File: src/rtl/uart_tx.sv
// UART transmitter: one-byte holding buffer feeding an 8N1/8N2 shifter, LSB first.
// The line and BUSY are registered from the state, so they trail it by exactly one clock.
module uart_tx #(
  parameter int unsigned CLKS_PER_BIT = 200,
  parameter int unsigned STOP_BITS    = 1
) (
  input  logic       clk_i,
  input  logic       rst_i,
  input  logic [7:0] tx_data_i,
  input  logic       tx_valid_i,
  output logic       tx_ready_o,
  output logic       tx_o,
  output logic       busy_o
);

  typedef enum logic [1:0] {IDLE, START, DATA, STOP} state_e;

  localparam logic [15:0] BAUD_LAST = 16'(CLKS_PER_BIT - 1);
  localparam logic [2:0]  STOP_LAST = 3'(STOP_BITS - 1);

  state_e      state_q, state_d;
  logic [15:0] baud_q, baud_d;
  logic [2:0]  bitIdx_q, bitIdx_d;
  logic [7:0]  shift_q, shift_d;
  logic [7:0]  buf_q, buf_d;
  logic        full_q, full_d;
  logic        tx_q, tx_d;
  logic        busy_q, busy_d;
  logic        accept, load, baudDone;

  assign accept   = tx_valid_i & ~full_q;
  assign baudDone = (baud_q == BAUD_LAST);

  always_comb begin
    state_d  = state_q;
    baud_d   = baudDone ? '0 : baud_q + 16'd1;
    bitIdx_d = bitIdx_q;
    shift_d  = shift_q;
    load     = 1'b0;

    case (state_q)
      IDLE: begin
        baud_d   = '0;
        bitIdx_d = '0;
        if (full_q) begin
          load    = 1'b1;
          state_d = START;
        end
      end
      START: begin
        if (baudDone) begin
          state_d  = DATA;
          bitIdx_d = '0;
        end
      end
      DATA: begin
        if (baudDone) begin
          shift_d = {1'b0, shift_q[7:1]};
          if (bitIdx_q == 3'd7) begin
            state_d  = STOP;
            bitIdx_d = '0;
          end else begin
            bitIdx_d = bitIdx_q + 3'd1;
          end
        end
      end
      STOP: begin
        if (baudDone) begin
          if (bitIdx_q == STOP_LAST) begin
            if (full_q) begin
              load    = 1'b1;
              state_d = START;
            end else begin
              state_d = IDLE;
            end
          end else begin
            bitIdx_d = bitIdx_q + 3'd1;
          end
        end
      end
      default: state_d = IDLE;
    endcase

    // Loading restarts the baud phase so every frame is timed from its own start bit.
    if (load) begin
      shift_d  = buf_q;
      baud_d   = '0;
      bitIdx_d = '0;
    end
  end

  // load needs full_q and accept needs ~full_q, so the two never coincide.
  always_comb begin
    full_d = full_q;
    buf_d  = buf_q;
    if (load) begin
      full_d = 1'b0;
    end
    if (accept) begin
      full_d = 1'b1;
      buf_d  = tx_data_i;
    end
  end

  always_comb begin
    tx_d   = 1'b1;
    busy_d = (state_q != IDLE);
    case (state_q)
      START:   tx_d = 1'b0;
      DATA:    tx_d = shift_q[0];
      default: tx_d = 1'b1;
    endcase
  end

  always_ff @(posedge clk_i or posedge rst_i) begin
    if (rst_i) begin
      state_q  <= IDLE;
      baud_q   <= '0;
      bitIdx_q <= '0;
      shift_q  <= '0;
      buf_q    <= '0;
      full_q   <= 1'b0;
      tx_q     <= 1'b1;
      busy_q   <= 1'b0;
    end else begin
      state_q  <= state_d;
      baud_q   <= baud_d;
      bitIdx_q <= bitIdx_d;
      shift_q  <= shift_d;
      buf_q    <= buf_d;
      full_q   <= full_d;
      tx_q     <= tx_d;
      busy_q   <= busy_d;
    end
  end

  assign tx_ready_o = ~full_q;
  assign tx_o       = tx_q;
  assign busy_o     = busy_q;

endmodule

File: config.mk
export PLATFORM = sky130hd
export DESIGN_NAME = uart_tx
export DESIGN_NICKNAME = d
export VERILOG_FILES = /design/src/rtl/uart_tx.sv
export SDC_FILE = /design/constraint.sdc
export NUM_CORES = 1
export LEC_CHECK = 0
export ABC_AREA = 1
export BUFFER_PORTS_ARGS = -buffer_cell sky130_fd_sc_hd__buf_2
export CELL_PAD_IN_SITES_DETAIL_PLACEMENT = 1
export CELL_PAD_IN_SITES_GLOBAL_PLACEMENT = 1
export CORE_MARGIN = 5
export CORE_UTILIZATION = 47
export CTS_BUF_LIST = sky130_fd_sc_hd__clkbuf_8
export DETAILED_ROUTE_END_ITERATION = 6
export GPL_TIMING_DRIVEN = 1
export HOLD_SLACK_MARGIN = 0.15
export PLACE_DENSITY = 0.82
export SYNTH_ARGS = -nofsm -noshare
export SYNTH_HDL_FRONTEND = slang
export SYNTH_SLANG_ARGS = --single-unit
File: constraint.sdc
create_clock -name clk_i -period 1.8 [get_ports clk_i]
set_input_delay 0.36 -clock clk_i [delete_from_list [all_inputs] [get_ports clk_i]]
set_output_delay 0.36 -clock clk_i [all_outputs]
set_load 0.01 [all_outputs]
==> out/metrics.cfg <==
[final_layout]
layout.nets=312
final_layout_size_suffix_gt1_share_pct=17.4
diodes=0
synthToLayoutAreaGrowth_pct=11.9

[placed_design]
dp_hpwl_mm=3.58
dpl_worst_slack_ns=0.150
portBuffers=13
place.gp.congestion=0.811

[setup_path]
path_class=flop to flop
setup.worst_path.start_class=flop
crit_arrival_ns=1.85
cp.required_ns=1.99
critPathCaptureType=flop
crit_fanout=21

[detailed_routing]
drtIter0Drc=79
post_drt_wl_per_cell_um=14.0
via_count=1795
first_pass_iters=4
wl_mm=4.87
drc=0
detail-route-antenna-nets=0
vias_per_cell=5.17

[global_route]
grt_pass1_vias=1877
grt_remaining_overflow=0
grt_pass1_wl_mm=8.78
antenna_found_initial=0
grt_max_degree=41
grtUsageTotal_pct=18.0

[sta]
fmax_ghz=0.603
tns_ns=0
fin_crit_ns=1.66
setup_slack_ns=0.142
slew_viol_final=0
rsz0062_at_grt=no
period_share_pct=92.1
setup_viol=0
finalHoldViolCount=0
finalClockSkew_ns=0.0111
tightest_slew_ns=0.517
relSlewSlack_pct=65.5

[die]
coreArea_mm2=0.00463
die_x_um=78.6
io-pin-count=14
die_height_um=78.6
initial_core_util_pct=47.7
dieArea_mm2=0.00617
rows=25

[logic_synthesis]
ys.flop_type=dfrtp_1
async_flop_share_pct=100
yosysTopAreaCell=dfrtp_1
ys_seq_area_share_pct=45.4
syn_avg_cell_area_um2=8.15
synth_edf_count=0
yosysWarnings=0
synth_common_cells=nand2_1 (71), nor2_1 (40), dfrtp_1 (39), nand3_1 (26), inv_1 (22)
synth_top_area_share_pct=44.2
synth_area_mm2=0.00221
synth_area_leaders=dfrtp_1 (44%), nand2_1 (12%), nor2_1 (6.8%)
yosys.cell_count.top_type=nand2_1
synth_fp_nets=291
syn_inst=271
ys_ff_latch=40
netlist-cell-type-count=35

[power]
power_uw=1900
clkPwrFrac_pct=41.8
cellPowerDensity_mw_per_mm2=768
seqPwrFrac_pct=52.0
ir_drop_v=0.000537
combPwrFrac_pct=6.2
switching_share_pct=22.7
p_sw_uw=431
p_int_uw=1470
power.leakage_uw=0.00131

[cts]
cts.hold.buffers_added=0
clk_path_buf_depth=2
cts_root_buf=clkbuf_8
cts.sinks=40
tritoncts=done
clk_pin_slew_ns=0.09
clock_latency_ns=0.30
cts_max_level=2
cts_inserted_buffers=5

[run]
maxCapViolCount=0

[min_path]
hold_path.class=primary input to asynchronous set/reset pin

[outcome]
outcome=completed

[logic make-up after synthesis]
logic type / count (synthesis) / share of synthesized area, %
adders and majority gates: 9 / 5.10
buffers and inverters: 32 / 6.17
muxes: 3 / 1.53
xor gates and xnor gates: 8 / 3.17
and+or+nand+nor: 164 / 34.4
DFF: 40 / 45.4
AOI/OAI and AO/OA: 15 / 4.30
[power groups by stage]
stage	Combinational, uW	Clock, uW	Sequential (uW)
3_5_place_dp	122	0	1000
4_1_cts	122	813	986
2_1_floorplan	85.7	0	994
5_1_grt	137	852	995
3_3_place_gp	115	0	1000
6_report	118	794	987
[stage by stage]
stage | hold slack, ns | instances | utilization (%) | area (um2)
2_1_floorplan | 0.433 | 271 | - | 2210
3_3_place_gp | 0.450 | 339 | 50.7 | 2350
3_5_place_dp | 0.455 | 339 | 50.7 | 2350
4_1_cts | 0.187 | 347 | 53.4 | 2470
5_1_grt | 0.221 | 347 | 53.4 | 2470
6_report | 0.171 | 347 | 53.4 | 2470
[layout make-up]
| type | count | area (um2) |
|---|---|---|
| Tap cell | 54 | 67.6 |
| Clock inverter | 2 | 38.8 |
| Clock buffer | 6 | 82.6 |
| Sequential cell | 40 | 1000 |
| Timing Repair Buffer | 18 | 103 |
| Multi-Input combinational cell | 199 | 1070 |
| Fill cell | 585 | 2160 |
| Inverter | 28 | 105 |
[placed cells by master (no fill, tap or decap), types with 4 or more instances in the layout]
| cell | count |
|---|---|
| a21oi_1 | 6 |
| buf_2 | 13 |
| buf_4 | 5 |
| clkbuf_8 | 6 |
| dfrtp_1 | 39 |
| ha_1 | 8 |
| inv_1 | 22 |
| nand2_1 | 71 |
| nand3_1 | 26 |
| nand3b_1 | 4 |
| nor2_1 | 40 |
| nor2_2 | 5 |
| xor2_1 | 6 |
[path summary, 6_finish.rpt]
kind,slack (ns),start,to,depth (start not counted)
max,0.14,state_q[1]$_DFFE_PP0P_,bitIdx_q[1]$_DFFE_PP0P_,8
min,0.17,rst_i,buf_q[6]$_DFFE_PP0P_,3
max reg2reg,0.14,state_q[1]$_DFFE_PP0P_,bitIdx_q[1]$_DFFE_PP0P_,8
min reg2reg,0.46,baud_q[0]$_DFF_PP0_,baud_q[0]$_DFF_PP0_,1
max in group asynchronous,1.25,rst_i,tx_o$_DFF_PP1_,3
min in group clk_i,0.28,tx_data_i[7],buf_q[7]$_DFFE_PP0P_,2
[sequential cells by signal, indices dropped and copies added (netlist names)]
name,cells
bitIdx_q,3
buf_q,8
full_q,1
baud_q,16
tx_o,1
shift_q,8
state_q,2
busy_o,1
[per-layer routing]
metal | wire, um | global-route usage (%) | part of all wire (%)
met1 | 2410 | 24.3 | 49
met2 | 2190 | 28.4 | 45
met3 | 178 | 3.67 | 3.7
met4 | 97 | 6.82 | 2.0
met5 | 0 | 0 | 0
[critical path: stages (launching register included)]
cell,delay (ns)
dfrtp_1,0.42
ha_1,0.32
nand2_2,0.11
nor2_2,0.13
nand3_2,0.10
nand2_4,0.13
nand2_4,0.15
nand3_1,0.12
nand2_1,0.06
[what timing repair did]
item,in CTS,in global routing
buffers inserted,0,0
endpoints found under the setup margin,0,1
gates resized for setup,0,1
Power figures use the tool's default switching activity.
